--- src/rtl/drive_cmd_uart_tx.sv ---
// rtl/drive_cmd_uart_tx.sv - 8N1 UART transmitter for driving-command bytes
//
// Accepts one command byte per valid/ready handshake and shifts it out as a
// start bit, eight data bits (LSB first) and a stop bit, each DIV clocks long.
// DIV = CLK_FREQ / BAUD. The transmitter owns the line until the stop bit ends.
//
// Optional feature macro: DRIVE_TX_REPEAT_EN
//   When defined, the last accepted byte is re-sent automatically after
//   REFRESH_CYCLES idle cycles. This only happens once a byte has been
//   accepted since reset.
//
// Ports:
//   clk        system clock, rising edge
//   rst        asynchronous active-high reset
//   cmd_data   command byte from the driving controller
//   cmd_valid  cmd_data is valid this cycle
//   cmd_ready  block can accept a byte this cycle (registered)
//   tx         UART serial line, idle high (registered)
//   busy       a frame is in progress (registered)
//   last_cmd   most recently accepted byte
module drive_cmd_uart_tx #(
    parameter int CLK_FREQ       = 100_000_000,
    parameter int BAUD           = 9600,
    parameter int REFRESH_CYCLES = 10_000_000
) (
    input  logic       clk,
    input  logic       rst,
    input  logic [7:0] cmd_data,
    input  logic       cmd_valid,
    output logic       cmd_ready,
    output logic       tx,
    output logic       busy,
    output logic [7:0] last_cmd
);

    localparam int DIV = CLK_FREQ / BAUD;
    localparam int CW  = (DIV > 1) ? $clog2(DIV) : 1;
    localparam logic [CW-1:0] DIV_LAST = CW'(DIV - 1);

    typedef enum logic [1:0] {IDLE, START, DATA, STOP} state_t;

    state_t        state, state_next;
    logic [CW-1:0] baud_cnt, baud_next;
    logic [2:0]    bit_idx, bit_next;
    logic [7:0]    shift, shift_next;
    logic [7:0]    last_next;
    logic          tx_next;
    logic          baud_end;

`ifdef DRIVE_TX_REPEAT_EN
    localparam int RW = (REFRESH_CYCLES > 1) ? $clog2(REFRESH_CYCLES) : 1;
    localparam logic [RW-1:0] REFRESH_LAST = RW'(REFRESH_CYCLES - 1);

    logic [RW-1:0] refresh_cnt, refresh_next;
    // Set by the first accepted byte; blocks repeats of the reset value.
    logic          have_cmd, have_next;
`endif

    assign baud_end = (baud_cnt == DIV_LAST);

    always_comb begin
        state_next = state;
        baud_next  = baud_cnt;
        bit_next   = bit_idx;
        shift_next = shift;
        last_next  = last_cmd;
        tx_next    = tx;
`ifdef DRIVE_TX_REPEAT_EN
        refresh_next = refresh_cnt;
        have_next    = have_cmd;
`endif
        if (state != IDLE) begin
            baud_next = baud_end ? '0 : baud_cnt + 1'b1;
        end

        case (state)
            IDLE: begin
                tx_next = 1'b1;
                if (cmd_valid && cmd_ready) begin
                    // tx is registered, so the start bit is driven from the
                    // handshake edge itself.
                    shift_next = cmd_data;
                    last_next  = cmd_data;
                    state_next = START;
                    baud_next  = '0;
                    tx_next    = 1'b0;
`ifdef DRIVE_TX_REPEAT_EN
                    refresh_next = '0;
                    have_next    = 1'b1;
`endif
                end
`ifdef DRIVE_TX_REPEAT_EN
                else if (have_cmd && refresh_cnt == REFRESH_LAST) begin
                    shift_next   = last_cmd;
                    state_next   = START;
                    baud_next    = '0;
                    tx_next      = 1'b0;
                    refresh_next = '0;
                end else if (refresh_cnt != REFRESH_LAST) begin
                    refresh_next = refresh_cnt + 1'b1;
                end
`endif
            end
            START: begin
                if (baud_end) begin
                    state_next = DATA;
                    bit_next   = 3'd0;
                    tx_next    = shift[0];
                end
            end
            DATA: begin
                if (baud_end) begin
                    if (bit_idx == 3'd7) begin
                        state_next = STOP;
                        tx_next    = 1'b1;
                    end else begin
                        // Next bit goes out the same edge the register shifts.
                        shift_next = {1'b0, shift[7:1]};
                        tx_next    = shift[1];
                        bit_next   = bit_idx + 3'd1;
                    end
                end
            end
            STOP: begin
                if (baud_end) begin
                    state_next = IDLE;
                    tx_next    = 1'b1;
`ifdef DRIVE_TX_REPEAT_EN
                    refresh_next = '0;
`endif
                end
            end
            default: begin
                state_next = IDLE;
                tx_next    = 1'b1;
            end
        endcase
    end

    always_ff @(posedge clk or posedge rst) begin
        if (rst) begin
            state     <= IDLE;
            baud_cnt  <= '0;
            bit_idx   <= 3'd0;
            shift     <= 8'h00;
            last_cmd  <= 8'h00;
            tx        <= 1'b1;
            cmd_ready <= 1'b1;
            busy      <= 1'b0;
`ifdef DRIVE_TX_REPEAT_EN
            refresh_cnt <= '0;
            have_cmd    <= 1'b0;
`endif
        end else begin
            state     <= state_next;
            baud_cnt  <= baud_next;
            bit_idx   <= bit_next;
            shift     <= shift_next;
            last_cmd  <= last_next;
            tx        <= tx_next;
            cmd_ready <= (state_next == IDLE);
            busy      <= (state_next != IDLE);
`ifdef DRIVE_TX_REPEAT_EN
            refresh_cnt <= refresh_next;
            have_cmd    <= have_next;
`endif
        end
    end

endmodule

--- config.mk ---
export PLATFORM = sky130hd
export DESIGN_NAME = drive_cmd_uart_tx
export DESIGN_NICKNAME = d
export VERILOG_FILES = /design/src/rtl/drive_cmd_uart_tx.sv
export SDC_FILE = /design/constraint.sdc
export NUM_CORES = 1
export LEC_CHECK = 0
export CAP_MARGIN = 25
export CELL_PAD_IN_SITES_DETAIL_PLACEMENT = 0
export CELL_PAD_IN_SITES_GLOBAL_PLACEMENT = 1
export CORE_ASPECT_RATIO = 0.6
export CORE_MARGIN = 5
export CORE_UTILIZATION = 43
export DETAILED_ROUTE_END_ITERATION = 8
export GPL_ROUTABILITY_DRIVEN = 0
export PLACE_DENSITY = 0.89
export SKIP_CTS_REPAIR_TIMING = 1
export SLEW_MARGIN = 20
export SYNTH_ARGS = -nofsm -noshare
export SYNTH_HDL_FRONTEND = slang
export SYNTH_SLANG_ARGS = --single-unit
export TNS_END_PERCENT = 10
--- constraint.sdc ---
create_clock -name clk -period 2.6 [get_ports clk]
set_input_delay 0.52 -clock clk [delete_from_list [all_inputs] [get_ports clk]]
set_output_delay 0.52 -clock clk [all_outputs]
set_load 0.02 [all_outputs]
; ---- Word-level counts from Yosys, hierarchy flattened
; Index checks and enable logic that the tools add are counted.
[totals]
reg_bits = 38
inputBits = 11
out_inout_bits = 11
wordCells = 55
[op_classes]
n_addsub = 2
n_eq_ne = 10
mux = 24
n_reduce_logical = 11
[op_table]
columns = cell, n
row1 = 14-bit two-way mux, 4
row2 = 8-bit two-way mux, 3
row3 = 8-bit one-hot mux with 2 select lines, 1
row4 = "14-bit by 1-bit adder with 14-bit output, second input constant", 1
row5 = "14-bit == test, second input constant", 1
row6 = 2-bit two-way mux, 5
row7 = "2-bit inequality test, second input constant", 5
row8 = 3-bit two-way mux, 3
row9 = 2-bit one-hot mux with 4 select lines, 1
row10 = 4-bit AND reduction, 2
row11 = 2-bit nonzero test, 4
row12 = 3-bit one-hot mux with 2 select lines, 1
row13 = 1-bit two-way mux, 5
row14 = "2-bit == test, second input constant", 2
row15 = 2-bit zero test, 2
row16 = 1-bit one-hot mux with 4 select lines, 1
row17 = "3-bit by 1-bit adder with 3-bit output, second input constant", 1
row18 = "3-bit == test, second input constant", 1
row19 = 3-bit AND reduction, 1
row20 = "2-bit by 1-bit == test with 1-bit output, second input constant", 1
row21 = 2-bit AND reduction, 1
row22 = 1-bit logical AND, 1

; ---- Depth between registers and ports, before layout
; Gate-level depths: netlist of the first run.
[depth]
word_depth = 5
mapped_depth = 7
mapped_depth_nobuf = 6

; ---- Worst setup path before layout of the first run
; No wires, ideal clock.
[synth_timing]
kind = flip-flop to flip-flop
from = register baud_cnt[0]
to = register shift[0]
setup_ps = 125
t_arrival_ps = 1705
t_required_ps = 2475
path_slack_ps = 770
stages_incl_launch_ff = 6
n_path_buf = 0
period_less_slack_ps = 1830
cell_sequence = dfrtp_1 ha_1 and3_1 nand4b_2 o31ai_4 mux2_4
[synth_via]
elab_chain_len = 3
[synth_lines]
columns = element, line
row1 = start: declaration, 43  ; logic [CW-1:0] baud_cnt, baud_next;
row2 = start signal: assignment, 156  ; baud_cnt <= baud_next;
row3 = 14-bit == test, 59  ; assign baud_end = (baud_cnt == DIV_LAST);
row4 = 2-bit inequality test (no source line), -
row5 = 4-bit AND reduction (no source line), -
row6 = end signal: assignment, 158  ; shift <= shift_next;
row7 = end: declaration, 45  ; logic [7:0] shift, shift_next;
; Every way passes these cells.
; A chain may end at the register's enable or synchronous reset.

; ---- Worst setup path in the final report of the first run
; Same ends and word-level chain as after synthesis.

==> summary.md, run 1 <==
| Metric | Value |
|---|---|
| Grt total ovfl | `0` |
| Tmin final | `2100 ps` |
| Largest net degree at the start of global routing | `39` |
| Crit-path cells | `ha_1, and3_1, nand4b_2, o31ai_4, mux2_4` |
| LEAKAGE | `0.00110 uW` |
| Vias | `1554` |
| DR WL/cell | `15.3 um` |
| Final WL | `4430 um` |
| Worst path arrival time | `2270 ps` |
| Psw | `227 uW` |
| Synth top area cells | `dfrtp_1, nand2_1, mux2_4` |
| Switch share | `18.3%` |
| Synth-to-Final Area Change | `20.1%` |
| PD cells | `513 mW/mm^2` |
| CTS sink count | `38` |
| Clock Skews | `6.97 ps` |
| Die footprint | `0.00622 mm^2` |
| Commonest non-fill, non-tap cell in the layout | `nand2_1` |
| Worst R2R Setup Slack | `500 ps` |
| Crit-path slowest cell | `o31ai_4` |
| Share of the synthesized area in the top cell type | `44.5%` |
| Post-synth EDFFs | `0` |
| Peak supply drop | `0.325 mV` |
| Clock-pin slew on the worst setup and hold paths | `roughly 80 ps` |
| Ys async rst share | `100%` |
| Mapped Cells | `around 200` |
| Latest clock arrival within the worst-skew pair | `290 ps` |
| Die Wd | `around 99 um` |
| Tot Pwr | `1250 uW` |
| Detail Placement HPWL | `3220 um` |
| H-tree depth | `2` |
| DRT Pass-1 Iters | `4` |
| Register area share after synthesis | `47.1%` |
| Logic pwr share | `about 2.8%` |
| Max-cap violation count | `0` |
| Worst slack at placement | `522 ps` |
| CORE AREA | `0.00456 mm^2` |
| Vias in the first global route | `1512` |
| Endpoints failing hold | `0` |
| GRT Total Usage | `15.3%` |
| Post-Syn Area | `0.00202 mm^2` |
| Clk buf depth | `2` |
| Area leader, netlist | `dfrtp_1` |
| Netlist cell types | `45` |
| CP max FO | `8` |
| Tightest Hold Check Type | `flop to flop` |
| FMAX | `0.477 GHz` |
| CP required | `2770 ps` |
| TritonCTS clock tree | `done` |
| Critical path class | `flop to flop` |
| Vias per std cell | `5.38` |
| Setup WS post-layout | `roughly 500 ps` |
| Initial antenna violation count | `0` |
| DR DRC count | `0` |
| Row cnt | `19` |
| CTS buffer count | `5` |
| Nets@finish | `239` |
| Sequential cell area | `953 um^2` |
| Top delay family on crit path | `compound AO/OA/AOI/OAI gates` |
| Final worst-path cycle share | `80.6%` |
| Port bufs | `21` |
| Slew of the pin with the lowest slew margin | `636 ps` |
| Initial Utilization | `44.3%` |
| # IOs | `22` |
| Footprint of the multi-input gates | `985 um^2` |
| RSZ-0062 raised after global routing | `false` |
| Avg Synthesized Cell Area | `9.92 um^2` |
| Setup-failing EPs final | `0` |
| Crit. End Element | `flop` |
| Clock power share | `49.8%` |
| Startpoint types | `flop` |
| Ant diodes | `0` |
| Share of cells above drive strength 1 | `15.5%` |
| Final Max Tran Viols | `0` |
| Internal power | `1020 uW` |
| Fillers | `416` |
| Post-synthesis net count | `218` |
| Post-Route Setup TNS | `0 ps` |
| First-pass GRT wire length | `7710 um` |
| Most frequent cells in the layout | `nand2_1, dfrtp_1, clkdlybuf4s50_1` |
| WP buf/inv | `0` |
| ANT nets after route | `0` |
| Slew HR | `between 50% and 60%` |
| Synth Flop Type | `dfrtp_1` |
| Die Ht | `63.1 um` |
| Reg power frac | `47.4%` |
| Ys Warns | `0` |
| Max stage delay on crit path | `520 ps` |
| Outcome | `finished, final reports clean` |
| Initial drt markers | `133` |
| Seq cells post-synth | `38` |
| Root Buffer | `clkbuf_8` |
-- tightest hold or removal path: stages, from the launching register on --
cell and delay, ps:
dfrtp_1 350, nand2_1 50, nand2_1 50
-- final timing paths --
path	depth (start not counted)	endpoint	startpoint
hold / removal	2	last_cmd[7]	last_cmd[7]
max in group asynchronous	3	tx	rst
min in group asynchronous	3	baud_cnt[2]	rst
setup / recovery	5	shift[0]	baud_cnt[0]
hold reg to reg	2	last_cmd[7]	last_cmd[7]
setup reg to reg	5	shift[0]	baud_cnt[0]
-- kinds of logic after synthesis --
group / synth area share (%)
AO/OA/AOI/OAI: 13.2
XOR/XNOR: 1.30
adder cells (fa/ha/maj): 1.86
buffers and inverters: 4.20
flip-flops: 47.1
multiplexers: 8.53
AND/OR/NAND/NOR: 23.8
-- final cells by class --
cell class | instances | area share, %
clock buffer | 6 | 3.40
clock inverter | 2 | 2.47
inverter | 6 | 0.927
multi-input combinational | 148 | 40.5
sequential | 38 | 39.2
tap | 63 | 3.24
timing repair buffer | 26 | 10.2
-- state kept, by name, indices dropped and copies added, names as in the netlist --
signal     count
baud_cnt      14
last_cmd       8
shift          8
bit_idx        3
state          2
busy           1
cmd_ready      1
tx             1
-- metal layers --
| metal | routed length, um | GRT usage [%] | vias to the layer above |
|---|---|---|---|
| li1 | - | - | 774 |
| met2 | 1680 | 19.9 | 50 |
| met4 | 6 | 2.73 | 0 |
| met1 | 2420 | 24.1 | 728 |
| met5 | 0 | 0 | - |
| met3 | 323 | 5.40 | 2 |
-- cell usage after synthesis (all sizes together) (2+ instances only) --
cell type and instances:
ha 3, a21o 3, a21oi 4, and3 2, nand2 44, mux2 13, clkbuf 8, nand4 3
o21ai 12, nor4 3, a31oi 3, nor2 7, a22o 2, nand3 12, buf 4, o31ai 6
inv 6, or4 3, dfstp 2, or3 4, dfrtp 36, nor3 3, xnor2 3, nor4b 2
or2 2, nand4b 2
-- power by group through the flow --
stage | clock network, uW | registers (uW) | logic, uW
2_1_floorplan | 0 | 602 | 13.8
3_3_place_gp | 0 | 602 | 35.8
3_5_place_dp | 0 | 602 | 36.0
4_1_cts | 635 | 591 | 36.2
5_1_grt | 658 | 591 | 39.4
6_report | 620 | 591 | 35.0
-- through the flow --
step	utilization, %	instances	instance area, um^2	hold WS (ps)
floorplan	-	204	2020	475
global placement	50.1	281	2290	458
detailed placement	50.1	281	2290	462
CTS	53.2	289	2430	481
global route	53.2	289	2430	496
finish	53.2	289	2430	474
Note: power is estimated with default switching activity, not from simulation.
==> run 2, diff against run 1 <==
clock period = 2.1 ns   (was 2.6 ns; I/O delays follow)
==> run 2 against run 1 <==
Against the previous run:
- hold slack improved by 1.0 ps
- critical path depth decreased by 1
- worst setup slack got worse by 350 ps
- sequential power increased by 24%
- core utilization increased by 0.36 points
- via count increased by 2.3%
- register-to-register slack got worse by 350 ps
- final cell count increased by 2.1%
- sequential share of layout area decreased by 0.26 points
- flip-flop and latch count unchanged
- wire length increased by 1.7%
- total power increased by 13%
- critical path type unchanged
==> summary.md, run 2 (same netlist as run 1, synthesis figures left out) <==
| Metric | Value |
|---|---|
| Die Wd | `around 100 um` |
| Post-Route Setup TNS | `0 ps` |
| Synth-to-Final Area Change | `20.9%` |
| DR WL/cell | `roughly 15 um` |
| TritonCTS clock tree | `done` |
| Clock Skews | `4.70 ps` |
| Nets@finish | `about 250` |
| Outcome | `finished, final reports clean` |
| LEAKAGE | `0.00110 uW` |
| Reg power frac | `a little over half` |
| CP max FO | `8` |
| Port bufs | `21` |
| Detail Placement HPWL | `3180 um` |
| Critical path class | `flop to flop` |
| HP Start | `last_cmd[7]` |
| DR DRC count | `0` |
| Final worst-path cycle share | `approximately 93%` |
| Root Buffer | `clkbuf_8` |
| Vias in the first global route | `roughly 1500` |
| Placed insts | `287` |
| Psw | `298 uW` |
| Most frequent cells in the layout | `nand2_1, dfrtp_1, clkdlybuf4s50_1` |
| Clock power share | `44.9%` |
| Setup-failing EPs final | `0` |
| Crit-path cells | `nor4bb_1, and4b_1, nand2_1, a21o_1` |
| Post-Layout Cell Count | `295` |
| CORE AREA | `between 0.004 and 0.005 mm^2` |
| Peak supply drop | `0.314 mV` |
| Reg2reg end | `bit_idx[2]` |
| Worst r2r src | `baud_cnt[12]` |
| Slew HR | `64.9%` |
| Max-cap violation count | `0` |
| Register bank with the most flops | `baud_cnt` |
| Initial drt markers | `161` |
| Worst R2R Setup Slack | `150 ps` |
| Crit-path slowest cell | `nor4bb_1` |
| Largest net degree at the start of global routing | `39` |
| Hold Crit Endpoint | `last_cmd[7]` |
| # IOs | `22` |
| Ant diodes | `0` |
| First-pass GRT wire length | `7580 um` |
| Switch share | `approximately a fifth` |
| Initial Utilization | `44.3%` |
| Crit. End Element | `flop` |
| CP startpoint | `baud_cnt[12]` |
| RSZ-0062 raised after global routing | `false` |
| Latest clock arrival within the worst-skew pair | `approximately 290 ps` |
| Die footprint | `0.00622 mm^2` |
| ANT nets after route | `0` |
| Final WL | `4500 um` |
| CTS sink count | `38` |
| CTS buffer count | `5` |
| Fillers | `411` |
| Share of cells above drive strength 1 | `around 18%` |
| Grt total ovfl | `0` |
| Initial antenna violation count | `0` |
| Startpoint types | `flop` |
| Hold Path Stages | `2` |
| Die Ht | `around 63 um` |
| Max stage delay on crit path | `530 ps` |
| Largest regs | `baud_cnt (14), last_cmd (8), shift (8)` |
| Vias per std cell | `5.39` |
| H-tree depth | `2` |
| WP buf/inv | `0` |
| Clk buf depth | `2` |
| Slew of the pin with the lowest slew margin | `around 520 ps` |
| Final Max Tran Viols | `0` |
| Logic pwr share | `3.1%` |
| Tightest Hold Check Type | `flop to flop` |
| FMAX | `0.513 GHz` |
| Endpoints failing hold | `0` |
| Worst path arrival time | `2140 ps` |
| Top delay family on crit path | `simple AND/OR/NAND/NOR gates` |
| Commonest non-fill, non-tap cell in the layout | `nand2_1` |
| DRT Pass-1 Iters | `4` |
| Max reg flops | `14` |
| CP required | `2290 ps` |
| GRT Total Usage | `15.3%` |
| Worst R2R Path Depth | `4` |
| Internal power | `1110 uW` |
| Clock-pin slew on the worst setup and hold paths | `80 ps` |
| Row cnt | `19` |
| PD cells | `575 mW/mm^2` |
| Vias | `1589` |
| Tmin final | `1950 ps` |
[run 2: worst max-delay path by stage]
stage	endpoint	slack, ps	cells past startpoint
final	bit_idx[2]	150	4
after global routing	bit_idx[0]	30	4
after CTS	shift[1]	210	6
after detailed placement	shift[2]	210	6
after global placement	shift[2]	250	6
after floorplan	shift[0]	270	5
[run 2: cell type report]
type	count	area (um^2)	area share [%]
repair buffers	32	293	12.0
clock buffers	5	68.8	2.81
clock inverters	3	45.0	1.84
multi-input cells	148	985	40.3
inverters	6	22.5	0.921
well taps	63	78.8	3.22
flip-flops and latches	38	953	39.0
[run 2: worst register-to-register path, stage by stage (launching register included)]
cell and delay [ps]:
dfrtp_1 470, nor4bb_1 530, and4b_1 470, nand2_1 170, a21o_1 200
[run 2: stage by stage]
step                      cell area, um^2  power (uW)  hold WS [ps]  setup slack [ps]  util [%]
after floorplan                      2020         763           475               270         -
after detailed placement             2330         790           462               214      51.1
after global placement               2330         790           458               248      51.1
after global routing                 2450        1460           499              32.1      53.6
final                                2450        1410           475               151      53.6
after CTS                            2450        1420           483               211      53.6
[run 2: routing by layer]
| metal | routed length, um | GRT usage (%) |
|---|---|---|
| met1 | 2450 | 25.3 |
| met3 | 271 | 4.30 |
| met5 | 0 | 0 |
| met2 | 1740 | 18.5 |
| met4 | 36 | 4.60 |
[run 2: power groups by stage]
| stage | Clock (uW) | Sequential (uW) | Combinational (uW) |
|---|---|---|---|
| global placement | 0 | 746 | 44.6 |
| finish | 631 | 731 | 43.2 |
| CTS | 645 | 731 | 44.9 |
| detailed placement | 0 | 746 | 44.6 |
| global route | 675 | 731 | 48.9 |
| floorplan | 0 | 746 | 17.1 |
